File: src/rtl/activation_sched_pkg.sv
// Shared types and helpers for the activation scheduler: FSM state encoding,
// a constant clog2 and the legal BRAM read-latency window.
package activation_sched_pkg;

  typedef enum logic [1:0] {
    IDLE  = 2'd0,
    ISSUE = 2'd1,
    DRAIN = 2'd2,
    DONE  = 2'd3
  } sched_state_t;

  localparam int LAT_MIN = 1;
  localparam int LAT_MAX = 3;

  function automatic int clog2(input int value);
    int r;
    r = 0;
    while ((1 << r) < value) r++;
    return r;
  endfunction

  function automatic bit latency_ok(input int lat);
    return (lat >= LAT_MIN) && (lat <= LAT_MAX);
  endfunction

endpackage

File: src/rtl/lut_return_pipe.sv
// Tag pipe that travels alongside each LUT read: {valid, index} delayed by
// DEPTH cycles so the returning BRAM word knows which output slot it belongs to.
module lut_return_pipe #(
  parameter int DEPTH = 1,
  parameter int IDX_W = 4
) (
  input  logic             clk,
  input  logic             rst,
  input  logic             in_valid,
  input  logic [IDX_W-1:0] in_idx,
  output logic             out_valid,
  output logic [IDX_W-1:0] out_idx
);

  logic [DEPTH-1:0] vld_q;
  logic [IDX_W-1:0] idx_q [DEPTH];

  always_ff @(posedge clk or negedge rst) begin
    if (!rst) begin
      vld_q <= '0;
      for (int i = 0; i < DEPTH; i++) idx_q[i] <= '0;
    end else begin
      vld_q[0] <= in_valid;
      idx_q[0] <= in_idx;
      for (int i = 1; i < DEPTH; i++) begin
        vld_q[i] <= vld_q[i-1];
        idx_q[i] <= idx_q[i-1];
      end
    end
  end

  assign out_valid = vld_q[DEPTH-1];
  assign out_idx   = idx_q[DEPTH-1];

endmodule

File: src/rtl/activation_scheduler.sv
// Streams one batch of pre-activations through the shared activation LUT BRAM
// and gathers the results. Optional feature macro: ACT_CHANGE_DETECT_EN.
//
// Handshake: a batch is accepted on a rising edge where start && ready; ready is
// high only in IDLE, and start while not ready is dropped, never queued. done is
// a single-cycle pulse; stable then holds until the next accepted start.
module activation_scheduler
  import activation_sched_pkg::*;
#(
  parameter int NUM_NEURON    = 6,
  parameter int LUT_ADDR_SIZE = 10,
  parameter int LUT_WIDTH     = 9,
  parameter int LUT_LATENCY   = 1
) (
  input  logic                            clk,
  input  logic                            rst,
  input  logic                            start,
  output logic                            ready,
  input  logic [NUM_NEURON*LUT_ADDR_SIZE-1:0] inputs,
  output logic                            lut_rd_en,
  output logic [LUT_ADDR_SIZE-1:0]        lut_addr,
  input  logic [LUT_WIDTH-1:0]            lut_data,
  output logic [NUM_NEURON*LUT_WIDTH-1:0] outputs,
  output logic                            done,
  output logic                            stable,
  output sched_state_t                    state_dbg
);

  localparam int CW = clog2(NUM_NEURON) + 1;
  localparam logic [CW-1:0] LAST_IDX = CW'(NUM_NEURON - 1);

  if (!latency_ok(LUT_LATENCY)) begin : g_bad_latency
    $error("activation_scheduler: LUT_LATENCY out of range");
  end

  sched_state_t                        state, next_state;
  logic [NUM_NEURON*LUT_ADDR_SIZE-1:0] in_buf;
  logic [CW-1:0]                       issue_cnt;
  logic                                tag_valid;
  logic [CW-1:0]                       tag_idx;
  logic                                accept;
  logic                                skip;
  logic                                last_return;

  assign ready       = (state == IDLE);
  assign accept      = start && ready;
  assign lut_rd_en   = (state == ISSUE);
  assign done        = (state == DONE);
  assign state_dbg   = state;
  assign last_return = tag_valid && (tag_idx == LAST_IDX);

`ifdef ACT_CHANGE_DETECT_EN
  // Inputs of the last fully processed batch; all ones so nothing matches after reset.
  logic [NUM_NEURON*LUT_ADDR_SIZE-1:0] last_in;

  always_ff @(posedge clk or negedge rst) begin
    if (!rst) begin
      last_in <= '1;
    end else if (state == DRAIN && next_state == DONE) begin
      last_in <= in_buf;
    end
  end

  assign skip = stable && (inputs == last_in);
`else
  assign skip = 1'b0;
`endif

  always_comb begin
    next_state = state;
    case (state)
      IDLE:    if (accept) next_state = skip ? DONE : ISSUE;
      ISSUE:   if (issue_cnt == LAST_IDX) next_state = DRAIN;
      DRAIN:   if (last_return) next_state = DONE;
      DONE:    next_state = IDLE;
      default: next_state = IDLE;
    endcase
  end

  always_ff @(posedge clk or negedge rst) begin
    if (!rst) state <= IDLE;
    else      state <= next_state;
  end

  // Address comes from the captured copy, never the live inputs bus.
  always_comb begin
    lut_addr = '0;
    if (state == ISSUE) begin
      for (int i = 0; i < NUM_NEURON; i++) begin
        if (issue_cnt == CW'(i)) lut_addr = in_buf[i*LUT_ADDR_SIZE +: LUT_ADDR_SIZE];
      end
    end
  end

  always_ff @(posedge clk or negedge rst) begin
    if (!rst) begin
      in_buf    <= '0;
      issue_cnt <= '0;
      stable    <= 1'b0;
    end else begin
      if (accept) begin
        in_buf    <= inputs;
        issue_cnt <= '0;
      end else if (state == ISSUE) begin
        issue_cnt <= issue_cnt + CW'(1);
      end
      if (state != DONE && next_state == DONE) stable <= 1'b1;
      else if (accept)                         stable <= 1'b0;
    end
  end

  lut_return_pipe #(
    .DEPTH (LUT_LATENCY),
    .IDX_W (CW)
  ) u_ret_pipe (
    .clk       (clk),
    .rst       (rst),
    .in_valid  (lut_rd_en),
    .in_idx    (issue_cnt),
    .out_valid (tag_valid),
    .out_idx   (tag_idx)
  );

  // Slots fill progressively as their tags emerge from the pipe.
  always_ff @(posedge clk or negedge rst) begin
    if (!rst) begin
      outputs <= '0;
    end else if (tag_valid) begin
      for (int i = 0; i < NUM_NEURON; i++) begin
        if (tag_idx == CW'(i)) outputs[i*LUT_WIDTH +: LUT_WIDTH] <= lut_data;
      end
    end
  end

endmodule
File: config.mk
export PLATFORM = sky130hd
export DESIGN_NAME = activation_scheduler
export DESIGN_NICKNAME = d
export VERILOG_FILES = /design/src/rtl/activation_sched_pkg.sv /design/src/rtl/lut_return_pipe.sv /design/src/rtl/activation_scheduler.sv
export SDC_FILE = /design/constraint.sdc
export NUM_CORES = 1
export LEC_CHECK = 0
export CORE_MARGIN = 2
export CORE_UTILIZATION = 43
export CTS_BUF_LIST = sky130_fd_sc_hd__clkbuf_8 sky130_fd_sc_hd__clkbuf_16
export CTS_CLUSTER_SIZE = 28
export DETAILED_ROUTE_END_ITERATION = 12
export GPL_TIMING_DRIVEN = 0
export PLACE_DENSITY_LB_ADDON = 0.08
export SLEW_MARGIN = 30
export SYNTH_ARGS = -nofsm -noshare
export SYNTH_HDL_FRONTEND = slang
export SYNTH_SLANG_ARGS = --single-unit
File: constraint.sdc
create_clock -name clk -period 2.3 [get_ports clk]
set_input_delay 0.23 -clock clk [delete_from_list [all_inputs] [get_ports clk]]
set_output_delay 0.23 -clock clk [all_outputs]
set_load 0.01 [all_outputs]
* Word-level counts from Yosys, hierarchy flattened
Index checks and enable logic that the tools add are counted.
** Storage, ports and cells
- Register bits :: 126
- Input bits :: 72
- Logic and storage cells :: 57
** Cells by class
- $add $sub $neg :: 1
- Equal/unequal tests :: 15
- Mux-type cells :: 15
- Reduce and logical (&&, ||, !) cells :: 14
** Operators with widths (number)
- 10-bit 2-to-1 mux :: 7
- 4-bit by 2-bit equality test with 1-bit output, second input constant :: 4
- 4-bit by 3-bit equality test with 1-bit output, second input constant :: 4
- 2-bit AND reduction :: 6
- 4-bit by 1-bit equality test with 1-bit output, second input constant :: 2
- 4-bit zero test :: 2
- 4-bit 2-to-1 mux :: 2
- 2-bit case mux with 4 select lines :: 1
- 2-bit equality test, second input constant :: 3
- 2-bit 2-to-1 mux :: 3
- 4-bit by 1-bit adder with 4-bit output, second input constant :: 1
- 2-bit nonzero test :: 2
- 1-bit logical AND :: 3
- 2-bit by 1-bit equality test with 1-bit output, second input constant :: 1
- 2-bit zero test :: 1
- 1-bit 2-to-1 mux :: 2
- 2-bit != test, second input constant :: 1

* Longest topological paths before layout
Gate-level depths: netlist of run 1.
- Word-level depth :: 8
- Mapped depth :: 8

* By module
A second synthesis of run 1 with hierarchy kept.
** Unflattened totals
- Cells, all modules :: 365
- Area total of the unflattened synthesis :: 5223.8 um^2
** Modules (own cells, without submodules)
- activation_scheduler :: instances 1, cells each 360, area each 5098.6 um^2
- lut_return_pipe :: instances 1, cells each 5, area each 125.1 um^2

* Worst setup path after synthesis of run 1
Ideal clock, no wire load.
- Path type :: reg2out
- From :: register issue_cnt[1]
- To :: output lut_addr[0]
- Data arrival time :: 1.739 ns
- Data required time :: 2.070 ns
- Setup slack :: 0.331 ns
- Cell stages (with the launch flop) :: 9
- Path through :: dfrtp_1 inv_1 ha_1 nor2b_1 buf_2 buf_1 a22oi_1 o32a_1 nor2_1
** On the way
- Longest elaborated chain between the ends :: 8
- Elaborated cells on any way between the ends :: 13
- Classes of those cells :: eq/ne (5); mux (7); reduce/logical (1)
** RTL lines
- start: declaration :: line activation_scheduler.sv:38 : logic [CW-1:0] issue_cnt;
- start signal: assignment :: line activation_scheduler.sv:105 : issue_cnt <= issue_cnt + CW'(1);
- 4-bit zero test :: line activation_scheduler.sv:90 : if (issue_cnt == CW'(i)) lut_addr = in_buf[i*LUT_ADDR_SIZE +: LUT_ADDR_SIZE];
- 10-bit 2-to-1 mux (5 in a row) :: line activation_scheduler.sv:90
- 10-bit 2-to-1 mux (*) :: line activation_scheduler.sv:90
- 10-bit 2-to-1 mux (*) :: line activation_scheduler.sv:88 : if (state == ISSUE) begin
- end: declaration :: line activation_scheduler.sv:21 : output logic [LUT_ADDR_SIZE-1:0] lut_addr,
Mark *: on every way between the ends. The rest lies on a longest branch, timed or not.

* Worst setup path in the final report of run 1
- From :: register issue_cnt[0]
- To :: output lut_addr[9]
Same word-level chain as after synthesis.

==> results by stage, run 1 <==
Timing:
- The worst max-slew margin expressed relative to the limit is 0.5692.
- The final count of negative-setup-slack endpoints is 10.
- The worst setup slack after layout is -0.2380 ns.
- At the pin with the least slew margin, the transition time is 0.6455 ns.
- The shortest period the worst path allows is 2.538 ns.
- The worst clock skew is 0.004348 ns.
- The post-route clock period utilization is 1.103.
- The number of hold violations in the final report came to 0.
- The final count of pins violating max slew was 0.
- Based on the critical path, the design can be clocked at up to around 0.39 GHz.
- Setup repair after global routing could not meet its margin everywhere.
- Final hold analysis gives a worst-case slack of 0.3443 ns.

Logic synthesis:
- The mux share of post-synthesis cell area is 0.2435.
- For this run, the leading register cell type out of synthesis is sky130_fd_sc_hd__dfrtp_1.
- In the synthesized netlist the async set-or-reset flop fraction comes to 1.000.
- Synthesis handed over a netlist of roughly 360 instances.
- Of the total synthesized cell area, the portion taken by AND, OR, NAND and NOR gates is 0.04644.
- After synthesis, the largest family of logic cells by area is multiplexers.
- The top cell type's share of synthesized area is 0.6033.
- By area the synthesized netlist is led by sky130_fd_sc_hd__dfrtp_1 (60%), sky130_fd_sc_hd__mux2_1 (15%), sky130_fd_sc_hd__mux2_2 (9.7%).
- The synthesized design spends more area on one cell type than any other, namely sky130_fd_sc_hd__dfrtp_1.
- In this run the mean area of a mapped cell was approximately 14 µm².
- In this run the cell area of the synthesized design comes to 0.005226 mm².
- Yosys mapped a number of flops with a built-in enable equal to 0.
- The count of unique library cells instantiated by Yosys is 39.
- The synthesized-area fraction occupied by ao, oa, aoi and oai cells is 0.07230.
- The register bit count reported by yosys is roughly 130.
- The number of nets produced by synthesis is 440.
- The count of yosys warnings during synthesis is 0.
- Of the total synthesized cell area, the portion taken by XOR and XNOR cells is 0.003352.
- Of the total synthesized cell area, the portion taken by full adders, half adders and majority gates is 0.009576.
- The share of the Yosys chip area taken by registers is 0.6033.

Clock network:
- CTS saw between 100 and 150 sinks.
- The tree is rooted in a sky130_fd_sc_hd__clkbuf_16.
- The H-tree generated during clock tree synthesis spans 4 levels.
- After clock tree synthesis, the clock-pin slew on the worst setup and hold paths is 0.05 ns.
- The CTS tree is done.
- At the later pin of the worst-skew pair, clock insertion delay measures ~0.41 ns.
- The maximum number of buffers from clock root to sink is 2.
- The number of clock buffers added by TritonCTS is 17.

Final layout:
- In the final layout, the share of cells above drive strength 1 is 0.2646.
- At the end of the flow the core is filled with cells to 0.6472.
- The sequential cell area is 0.003156 mm².
- After filler insertion, the fill cell instance count of the layout stands at 924.
- In the final design database the tool counted 612 nets.
- The repair_antennas step left the layout with diodes totalling 0.
- In the final layout, the multi-input gates occupy 0.002110 mm².
- Compared with the post-synthesis result, the final layout area differs by 48.12%.

Power:
- In this run the power density over the cells is 1560 mW/mm².
- IR analysis of the VDD net gives a maximum drop of 668.1 µV.
- Summed over all cells, the static leakage comes to 3.263 nW.

Floorplan:
- The die is 114.2 µm tall.
- The total area inside the core boundary comes to around 0.012 mm².
- During I/O placement, the number of pins put on the boundary was between 100 and 150.
- The die area is roughly 0.013 mm².
- The number of placement rows is 40.
- The effective utilization at floorplan is 0.4369.
- The die is 114.2 µm wide.

Routing:
- Wires add up to between 10,000 and 15,000 µm.
- In this run, the number of DRC markers left after iteration 0 of detailed routing was 160.
- The via density per instance is between 5 and 6.
- The pre-antenna-repair detailed-routing pass consisted of 4 iterations.
- Dividing the detail-routed wire length by the instance count gives between 15 and 20 µm.
- The count of antenna-violating nets left after detailed routing is 0.
- The detailed-route DRC error count is 0.
- The total number of vias is about 3,700.

Worst setup path:
- Traced cell by cell, the critical path runs through inv_4 > ha_4 > nor2b_4 > buf_6 > a221oi_2 > or4_4 > a221oi_2 > buf_2.
- STA classifies the critical path endpoint as an output port.
- The dominant delay contributor by cell family on the critical path is simple AND/OR/NAND/NOR gates.
- Data on the critical path is required at its endpoint by 2.07 ns.
- The number of logic stages on the critical path including buffering is 8.
- The largest stage delay on the critical path is 0.48 ns.
- The critical path startpoint category is a flip-flop.
- Counting cells, the worst reg-to-reg path comes to 5.
- The most numerous cell type found on the critical path is sky130_fd_sc_hd__a221oi_2.
- The biggest fanout along the worst timing path is 5.
- At the worst endpoint, the arrival time is 2.31 ns.
- The critical path is of the flip-flop to output port type.
- The slowest stage of the critical path is the sky130_fd_sc_hd__dfrtp_2 cell.
- Together, buffers and inverters on the worst path number 3.

Placement:
- Routability-driven placement finished with a final weighted congestion of 0.7817.
- The count of buffers from port buffering is between 100 and 150.
- Detailed placement ended at an HPWL of between 8000 and 9000 µm.

Global route:
- The aggregate global routing overflow is 0.
- Across every metal layer, demand over resource in global routing totals 0.2092.
- The largest net degree at the start of global routing is between 60 and 70.
- The number of antenna violations at the first check in global routing is 0.
- The global-route wire length before repair is about 21,000 µm.
- The number of global-route vias before repair is 3,855.

Outcome:
- The flow ran to the end, but the final reports show violations.
- The final reports fail on setup timing.

Worst hold path:
- The tightest min-delay check is of the input port to asynchronous set/reset pin type.

Flow run:
- The tool flagged a number of max-cap violations equal to 0.
## synth_stat cells, types with 2 or more instances
library cell,instances
sky130_fd_sc_hd__inv_2,2
sky130_fd_sc_hd__buf_2,9
sky130_fd_sc_hd__mux2_1,68
sky130_fd_sc_hd__o22ai_1,10
sky130_fd_sc_hd__and3b_1,2
sky130_fd_sc_hd__dfrtp_1,126
sky130_fd_sc_hd__o21ai_0,3
sky130_fd_sc_hd__a221oi_1,10
sky130_fd_sc_hd__inv_1,4
sky130_fd_sc_hd__a22oi_1,9
sky130_fd_sc_hd__o32a_1,8
sky130_fd_sc_hd__nand2b_1,4
sky130_fd_sc_hd__ha_1,4
sky130_fd_sc_hd__buf_1,2
sky130_fd_sc_hd__or2_1,2
sky130_fd_sc_hd__nor2_1,16
sky130_fd_sc_hd__nand3b_1,2
sky130_fd_sc_hd__nand3_1,2
sky130_fd_sc_hd__nand2_1,9
sky130_fd_sc_hd__nor2b_1,3
sky130_fd_sc_hd__clkbuf_1,6
sky130_fd_sc_hd__mux2_2,45
sky130_fd_sc_hd__a21oi_1,2
## routing by layer
layer	wire, µm	share of wire	global-route usage	up-vias
li1	-	-	-	1678
met1	5417	0.43	0.2573	1854
met2	6441	0.51	0.3556	114
met3	658	0.052	0.05717	17
met4	210	0.017	0.07398	0
met5	0	0	0	-
## cell type report
type                    instances  share of cell area
flip-flops and latches        126              0.4076
clock buffers                  20             0.06029
clock inverters                11             0.02134
plain buffers                  16             0.01374
inverters                       7            0.004202
repair buffers                155              0.1965
well taps                     147             0.02376
multi-input cells             213              0.2725
## power by group
| group | total, W | internal [W] | switching, W |
|---|---|---|---|
| clock network | 0.00284 | 0.00189 | 0.000951 |
| logic | 0.00519 | 0.00293 | 0.00226 |
| registers | 0.00405 | 0.00335 | 0.000695 |
| total | 0.0121 | 0.00817 | 0.00390 |
## repair_timing
action | CTS | global route
hold endpoints to repair | 61 | 0
buffers inserted | 5 | 7
gates cloned | 0 | 0
resized for setup | 64 | 27
endpoints found under the setup margin | 10 | 10
pin swaps | 1 | 7
hold buffers | 1 | 0
## flip-flops by register name (all words and copies together), names as in the netlist
name / count
in_buf: 60
u_ret_pipe.out_idx: 4
stable: 1
u_ret_pipe.out_valid: 1
issue_cnt: 4
outputs: 54
state_dbg: 2
## placed cells by master (no fill, tap or decap), drive strengths merged, types with 2 or more instances in the layout
cell,instances
nor2b,3
buf,36
nand2b,4
bufinv,4
clkbuf,24
dfrtp,126
a21oi,2
clkinv,4
clkinvlp,3
o32a,8
inv,7
o21ai,4
ha,4
nand3,2
nand2,9
clkdlybuf4s50,130
nand3b,2
or2,2
o22ai,10
a22oi,9
and3b,2
a221oi,11
nor2,17
mux2,113
## logic make-up (layout without fill, tap and decap cells)
family          Yosys count  count (layout)
simple gates             46              46
flops                   126             126
xor+xnor                  2               2
compound gates           48              48
fa+ha+maj                 4               4
buf+inv                  25             209
mux                     113             113
## worst paths after layout
check | startpoint | endpoint | slack [ns]
worst max-delay path | issue_cnt[0] | lut_addr[9] | -0.24
worst min-delay path | rst | outputs[44] | 0.34
worst max register to register | state_dbg[0] | in_buf[1] | 0.44
worst min register to register | outputs[48] | outputs[48] | 0.48
max in group asynchronous | rst | issue_cnt[1] | 1.26
min in group clk | inputs[6] | in_buf[6] | 0.41
## per-stage QoR
stage               power [W]  setup slack [ns]  area [µm²]  std cells  TNS, ns
floorplan            0.006458            0.3309        5226        364        0
global placement     0.008600            -3.816        6822        652  -485.60
detailed placement   0.008743           -0.7203        6854        653   -6.017
CTS                   0.01187           -0.2161        7642        688   -1.795
global route          0.01279           -0.3142        7741        695   -2.253
finish                0.01207           -0.2380        7741        695   -1.308
(Power assumes the default switching activity.)
==> inputs of run 2 (changes only) <==
==> constraint.sdc (replaced) <==
create_clock -name clk -period 2.49 [get_ports clk]
set_input_delay 0.249 -clock clk [delete_from_list [all_inputs] [get_ports clk]]
set_output_delay 0.249 -clock clk [all_outputs]
set_load 0.01 [all_outputs]
==> run 2 against run 1 <==
  * The run still ends with setup timing left
  * Wire length down 0.50%
  * Hold slack better by 0.015 ns
  * Cell count down 0.58%
  * Combinational power fell by 9.6%
  * Utilization fell by 0.42 points
  * Clock power fell by 7.7%
  * Setup slack improved by 0.18 ns
  * Highest routed layer unchanged
==> results by stage, run 2 (synthesized netlist as in run 1, its figures left out) <==
Floorplan:
- The number of placement rows is 40 (unchanged).
- The effective utilization at floorplan is 0.4369 (unchanged).
- The top-level port count is 142 (unchanged).
- The area of the placeable core was 0.01196 mm² (unchanged).
- The die area came to 0.01305 mm² (unchanged).
- The height of the die is 114.2 µm (unchanged).
- The floorplan die width is 114.2 µm (unchanged).

Flow run:
- The number of maximum-capacitance violations is 0 (unchanged).

Timing:
- The final count of pins violating max slew is 0 (unchanged).
- Setup repair after global routing could not meet its margin everywhere.
- The worst setup slack after layout was -0.05496 ns (+0.1831 ns).
- The final count of negative-setup-slack endpoints is 2 (-8).
- The number of hold violations in the final report is 0 (unchanged).
- The maximum clock rate is 0.3929 GHz.
- The post-route clock period utilization is 1.022.
- For the finished layout, the period the worst path requires is 2.545 ns.
- The measured slew at the worst slew-check pin is 0.6412 ns (-0.004348 ns).
- The worst-case hold slack is 0.3593 ns (+0.01496 ns).
- The worst max-slew margin expressed relative to the limit came to 0.5721 (+0.002902).
- The worst clock skew came to 0.004051 ns (-0.0002978 ns).

Outcome:
- The checks that failed: setup timing.
- The run finished, with violations left.

Power:
- The power density relative to cell area is 1435 mW/mm² (-8.0%).
- The leakage power figure was 3.236 nW (-0.82%).
- The worst-case vdd ir drop is 594.8 µV (-11%).
- The sum of internal, switching and leakage power is 0.01104 W (-8.6%).

Final layout:
- The flip-flop count of the largest register after layout is 60 (unchanged).
- in_buf holds more flip-flops than any other register.
- The largest registers in the layout are in_buf (60), outputs (54).
- The number of fill cells in the layout is 925 (+0.11%).
- The top cell types in the final layout, fill and taps aside, are sky130_fd_sc_hd__clkdlybuf4s50_1 (130), sky130_fd_sc_hd__dfrtp_1 (124), sky130_fd_sc_hd__mux2_1 (68).
- The net count of the finished layout was 608 (-0.65%).
- Leaving out fill and tap cells, the most frequent cell in the layout is sky130_fd_sc_hd__clkdlybuf4s50_1.
- The fraction of layout instances using a drive strength above 1 was 0.2574 (-0.007246).
- The area growth from synthesis to layout is 47.16%.
- The post-route core utilization is 0.6430 (-0.004184).
- The number of antenna diodes is 0 (unchanged).

Clock network:
- The clock-pin slew of the registers on the worst-case setup and hold paths is 0.05 ns (about the same).
- The clock sink count is 126 (unchanged).
- The maximum number of buffers from clock root to sink came to 2 (unchanged).
- The clock latency at the later pin of the worst-skew pair came to 0.41 ns (about the same).
- The root buffer cell is sky130_fd_sc_hd__clkbuf_16.
- TritonCTS built the clock tree.
- The number of buffers created by CTS is 17 (unchanged).
- The H-tree depth is 4 (unchanged).

Routing:
- The post-detailed-route wirelength per cell was 18.33 µm (about the same).
- The length of the first detailed-routing pass in iterations is 4 (unchanged).
- The total number of vias is 3,651 (-0.33%).
- The detailed-route DRC error count came to 0 (unchanged).
- The count of antenna-violating nets left after detailed routing came to 0 (unchanged).
- The final wirelength was 12,660 µm (-0.50%).
- The number of design-rule violations left by the first detailed-router iteration is 159 (-0.63%).
- The via density per instance is 5.284 (+0.25%).

Worst setup path:
- The worst path arrival time is 2.30 ns (about the same).
- The data required time of the critical path is 2.24 ns (+0.17 ns).
- STA classifies the critical path startpoint as a flip-flop.
- In this run the critical register-to-register path is launched from state_dbg[0].
- The worst setup slack for register-to-register paths came to 0.64 ns (+0.20 ns).
- The length in cells of the worst reg-to-reg path is 5 (unchanged).
- The biggest fanout along the worst timing path is 5 (unchanged).
- The type of the worst setup path is flip-flop to output port.
- The kind of end point of the critical path is an output port.
- The critical register-to-register path endpoint is in_buf[59].

Global route:
- The number of global-route vias before repair is 3,856 (+0.026%).
- The number of antenna violations at the first check in global routing is 0 (unchanged).
- The global-route wire length before repair is 20,560 µm (unchanged).
- The global router's overall resource usage is 0.2092 (unchanged).
- The aggregate global routing overflow is 0 (unchanged).
- The largest net degree at the start of global routing was 66 (unchanged).

Placement:
- The post-placement worst setup slack is -0.5493 ns (+0.1710 ns).
- The count of buffers from port buffering is 141 (unchanged).
- The global placer's final weighted congestion came to 0.7817 (unchanged).
- The sum of net half-perimeters after detailed placement is 8745 µm (unchanged).

Worst hold path:
- The worst min-delay path class is input port to asynchronous set/reset pin.
==> run 2: repair_timing <==
action,in CTS,in global routing
hold buffers,1,0
endpoints found under the hold margin,61,0
cloned,0,1
resized for setup,64,21
pin swaps,1,6
buffers inserted,5,2
endpoints found under the setup margin,10,10
==> run 2: metrics by stage <==
stage               cell area, µm²  setup TNS (ns)  cells
floorplan                     5226               0    364
global route                  7691         -0.3646    691
global placement              6822         -462.34    652
detailed placement            6854          -4.307    653
finish                        7691        -0.05701    691
CTS                           7642         -0.1749    688
==> run 2: report_power, final <==
group | switching [W] | internal [W] | leakage, nW
Sequential | 0.000636 | 0.00309 | 1.49
Clock | 0.000874 | 0.00174 | 0.305
Combinational | 0.00206 | 0.00263 | 1.44
==> run 2: worst max-delay path by stage <==
stage	endpoint	cells past startpoint	start
6_report	lut_addr[9]	8	issue_cnt[0]
5_1_grt	lut_addr[9]	8	issue_cnt[0]
3_5_place_dp	lut_addr[1]	9	issue_cnt[1]
3_3_place_gp	in_buf[30]	1	rst
2_1_floorplan	lut_addr[0]	8	issue_cnt[1]
4_1_cts	lut_addr[9]	8	issue_cnt[0]
==> run 2: layer usage <==
metal,share of wire,global-route usage,vias up
li1,-,-,1673
met5,0,0,-
met4,0.017,0.07398,0
met2,0.51,0.3563,114
met3,0.052,0.05717,18
met1,0.42,0.2566,1846
==> run 2: worst max-delay path, stage by stage (launching register included) <==
cell                       delay, ns
sky130_fd_sc_hd__dfrtp_2        0.48
sky130_fd_sc_hd__inv_4          0.11
sky130_fd_sc_hd__ha_4           0.14
sky130_fd_sc_hd__nor2b_4        0.16
sky130_fd_sc_hd__buf_6          0.10
sky130_fd_sc_hd__a221oi_2       0.05
sky130_fd_sc_hd__or4_4          0.42
sky130_fd_sc_hd__a221oi_2       0.27
sky130_fd_sc_hd__buf_2          0.17
==> run 2: cell type report <==
class | count | area, µm² | area share
repair buffers | 150 | 1476 | 0.1920
clock buffers | 20 | 466.7 | 0.06068
multi-input cells | 214 | 2110 | 0.2743
clock inverters | 11 | 165.2 | 0.02147
inverters | 7 | 32.53 | 0.004230
well taps | 147 | 183.9 | 0.02391
plain buffers | 16 | 101.3 | 0.01318
flip-flops and latches | 126 | 3156 | 0.4103
==> inputs of run 3 (changes only) <==
--- a/config.mk
+++ b/config.mk
@@ -12,6 +12,7 @@
 export DETAILED_ROUTE_END_ITERATION = 12
 export GPL_TIMING_DRIVEN = 0
 export PLACE_DENSITY_LB_ADDON = 0.08
+export SKIP_LAST_GASP = 1
 export SLEW_MARGIN = 30
 export SYNTH_ARGS = -nofsm -noshare
 export SYNTH_HDL_FRONTEND = slang
==> run 3 against run 2 <==
  * The run still ends with setup timing left
  * Design area down 0.70%
  * Cell count is 0.43% lower
  * Utilization is 0.45 points lower
  * Count of clock-buffer cells in the layout unchanged
  * First-iteration DRC count increased by 16%
  * Register-to-register slack hardly changed
  * Clock skew is 0.00054 ns higher
==> results by stage, run 3 (synthesized netlist as in run 1, its figures left out) <==
Outcome:
- The run finished, with violations left.
- The checks that failed: setup timing.

Timing:
- The final count of pins violating max slew was 0 (unchanged).
- The shortest period the worst path allows is 2.544 ns (-0.0006659 ns).
- Setup repair after global routing could not meet its margin everywhere.
- The worst max-slew margin expressed relative to the limit was 0.5690 (-0.003051).
- The worst setup slack after layout is -0.05429 ns (+0.0006659 ns).
- The post-route clock period utilization is 1.022 (about the same).
- The final count of negative-setup-slack endpoints is 1 (-1).
- The worst-case hold slack is 0.3593 ns (+0.000004000 ns).
- The maximum clock rate is 0.3930 GHz (about the same).
- The final total negative setup slack is -0.05429 ns (+0.002720 ns).
- The measured slew at the worst slew-check pin was 0.6457 ns (+0.004572 ns).
- The number of hold violations in the final report is 0 (unchanged).
- The worst clock skew was 0.004594 ns (+0.0005429 ns).

Routing:
- The count of antenna-violating nets left after detailed routing is 0 (unchanged).
- The detailed-route DRC error count came to 0 (unchanged).
- The number of design-rule violations left by the first detailed-router iteration is 184 (+16%).
- The via density per instance came to 5.250 (-0.64%).
- The total number of vias came to 3,612 (-1.1%).
- The length of the first detailed-routing pass in iterations was 4 (unchanged).
- The final wirelength was 12,530 µm (-1.1%).
- The post-detailed-route wirelength per cell is 18.21 µm (-0.66%).

Power:
- The switching fraction of total power is 0.3214 (-0.002237).
- The clock network fraction of total power is 0.240 (+0.003).
- The relative contribution of sequential cells to total power is 0.340 (+0.002).
- The leakage power figure was 3.210 nW (-0.80%).
- The power density relative to cell area is 1429 mW/mm² (-0.44%).
- The switching power of the nets came to 0.003508 W (-1.8%).
- The combinational fraction of design power was 0.420 (-0.005).
- The worst-case vdd ir drop was 598.2 µV (+0.57%).
- The internal power is 0.007407 W (-0.81%).

Clock network:
- The root buffer cell is sky130_fd_sc_hd__clkbuf_16.
- The H-tree depth came to 4 (unchanged).
- The clock latency at the later pin of the worst-skew pair came to 0.41 ns (about the same).
- The maximum number of buffers from clock root to sink came to 2 (unchanged).
- The number of buffers created by CTS is 17 (unchanged).
- The clock-pin slew of the registers on the worst-case setup and hold paths is 0.06 ns (about the same).
- The clock sink count is 126 (unchanged).
- TritonCTS built the clock tree.

Worst setup path:
- The signal on the critical path passes through inv_2 > ha_4 > nor2b_4 > buf_6 > a221oi_2 > or4_4 > a221oi_2 > buf_2.
- The length in cells of the worst reg-to-reg path is 5 (unchanged).
- STA classifies the critical path endpoint as an output port.
- The type of the worst setup path is flip-flop to output port.
- The biggest fanout along the worst timing path is 5 (unchanged).
- The kind of cell with the highest combined delay along the critical path is simple AND/OR/NAND/NOR gates.
- The worst register-to-register path ends at in_buf[59].
- The number of buffers and inverters on the critical path came to 3 (unchanged).
- The worst setup slack for register-to-register paths came to 0.64 ns (about the same).
- The most critical setup path has its endpoint at lut_addr[9].
- The launch point of the worst reg-to-reg path is state_dbg[0].
- By instance count, the cell type seen most on the critical path is sky130_fd_sc_hd__a221oi_2.
- The data required time of the critical path is 2.24 ns (about the same).
- In this run the worst setup path begins at issue_cnt[0].
- The cell with the largest stage delay on the worst path is sky130_fd_sc_hd__dfrtp_2.
- The worst path arrival time is 2.30 ns (about the same).
- The largest stage delay on the critical path is 0.47 ns (about the same).
- The number of logic stages on the critical path including buffering is 8 (unchanged).
- STA classifies the critical path startpoint as a flip-flop.

Floorplan:
- The number of placement rows is 40 (unchanged).
- The top-level port count is 142 (unchanged).
- The floorplan die width is 114.2 µm (unchanged).
- The area of the placeable core is 0.01196 mm² (unchanged).
- The height of the die was 114.2 µm (unchanged).
- The effective utilization at floorplan was 0.4369 (unchanged).
- The die area is 0.01305 mm² (unchanged).

Placement:
- The global placer's final weighted congestion is 0.7817 (unchanged).
- The sum of net half-perimeters after detailed placement came to 8745 µm (unchanged).
- The count of buffers from port buffering is 141 (unchanged).
- The post-placement worst setup slack was -0.5493 ns (unchanged).

Final layout:
- The largest registers in the layout are in_buf (60), outputs (54).
- The fraction of layout instances using a drive strength above 1 was 0.2495 (-0.007815).
- The area growth from synthesis to layout is 46.13%.
- The most common cell after layout, fill and taps aside is sky130_fd_sc_hd__clkdlybuf4s50_1.
- The number of antenna diodes is 0 (unchanged).
- The most flop-heavy register is in_buf.
- The post-route core utilization is 0.6385 (-0.004498).
- The net count of the finished layout is 605 (-0.49%).
- In the layout the commonest cells are sky130_fd_sc_hd__clkdlybuf4s50_1 (130), sky130_fd_sc_hd__dfrtp_1 (124), sky130_fd_sc_hd__mux2_1 (68).
- The flip-flop count of the largest register after layout was 60 (unchanged).

Global route:
- The aggregate global routing overflow is 0 (unchanged).
- The largest net degree at the start of global routing came to 66 (unchanged).
- The number of antenna violations at the first check in global routing is 0 (unchanged).
- The global-route wire length before repair came to 20,580 µm (about the same).
- The number of global-route vias before repair came to 3,864 (+0.21%).
- The global router's overall resource usage came to 0.2094 (+0.0002283).

Worst hold path:
- The worst min-delay path class is input port to asynchronous set/reset pin.

Flow run:
- The number of maximum-capacitance violations is 0 (unchanged).
## run 3: timing repair
action / in CTS / in global routing
setup buffers: 5 / 0
endpoints found under the hold margin: 61 / 0
hold buffers: 1 / 0
gates resized for setup: 57 / 20
endpoints found under the setup margin: 10 / 10
pin swaps: 1 / 8
## run 3: worst min-delay path by stage
stage / from / to / depth (start not counted)
after CTS: rst / outputs[44] / 2
final: rst / outputs[44] / 2
after global placement: issue_cnt[1] / u_ret_pipe.out_idx[1] / 0
after floorplan: rst / in_buf[0] / 0
after global routing: rst / outputs[44] / 2
after detailed placement: rst / outputs[44] / 1
## run 3: power groups by stage
stage / combinational [W] / sequential (W) / clock [W]
4_1_cts: 0.00460 / 0.00370 / 0.00266
2_1_floorplan: 0.00218 / 0.00378 / 0
6_report: 0.00458 / 0.00371 / 0.00262
3_5_place_dp: 0.00438 / 0.00370 / 0
3_3_place_gp: 0.00430 / 0.00365 / 0
5_1_grt: 0.00497 / 0.00385 / 0.00277
## run 3: area by class of cell
class	count	area [µm²]
inverter	7	27.53
sequential	126	3156
timing repair buffer	148	1461
clock buffer	20	466.7
fill	933	4324
multi-input combinational	213	2076
buffer	16	101.3
clock inverter	11	165.2
tap	147	183.9
## run 3: layer usage
layer / part of all wire / routed length [µm] / track usage
met1: 0.42 / 5276 / 0.2563
met2: 0.50 / 6292 / 0.3540
met3: 0.056 / 703 / 0.05823
met4: 0.020 / 254 / 0.07967
met5: 0 / 0 / 0
## run 3: stage by stage
stage	cell area [µm²]	power, W	cells
after floorplan	5226	0.005965	364
after global placement	6822	0.007944	652
after detailed placement	6854	0.008075	653
after CTS	7641	0.01096	688
after global routing	7637	0.01159	688
final	7637	0.01092	688
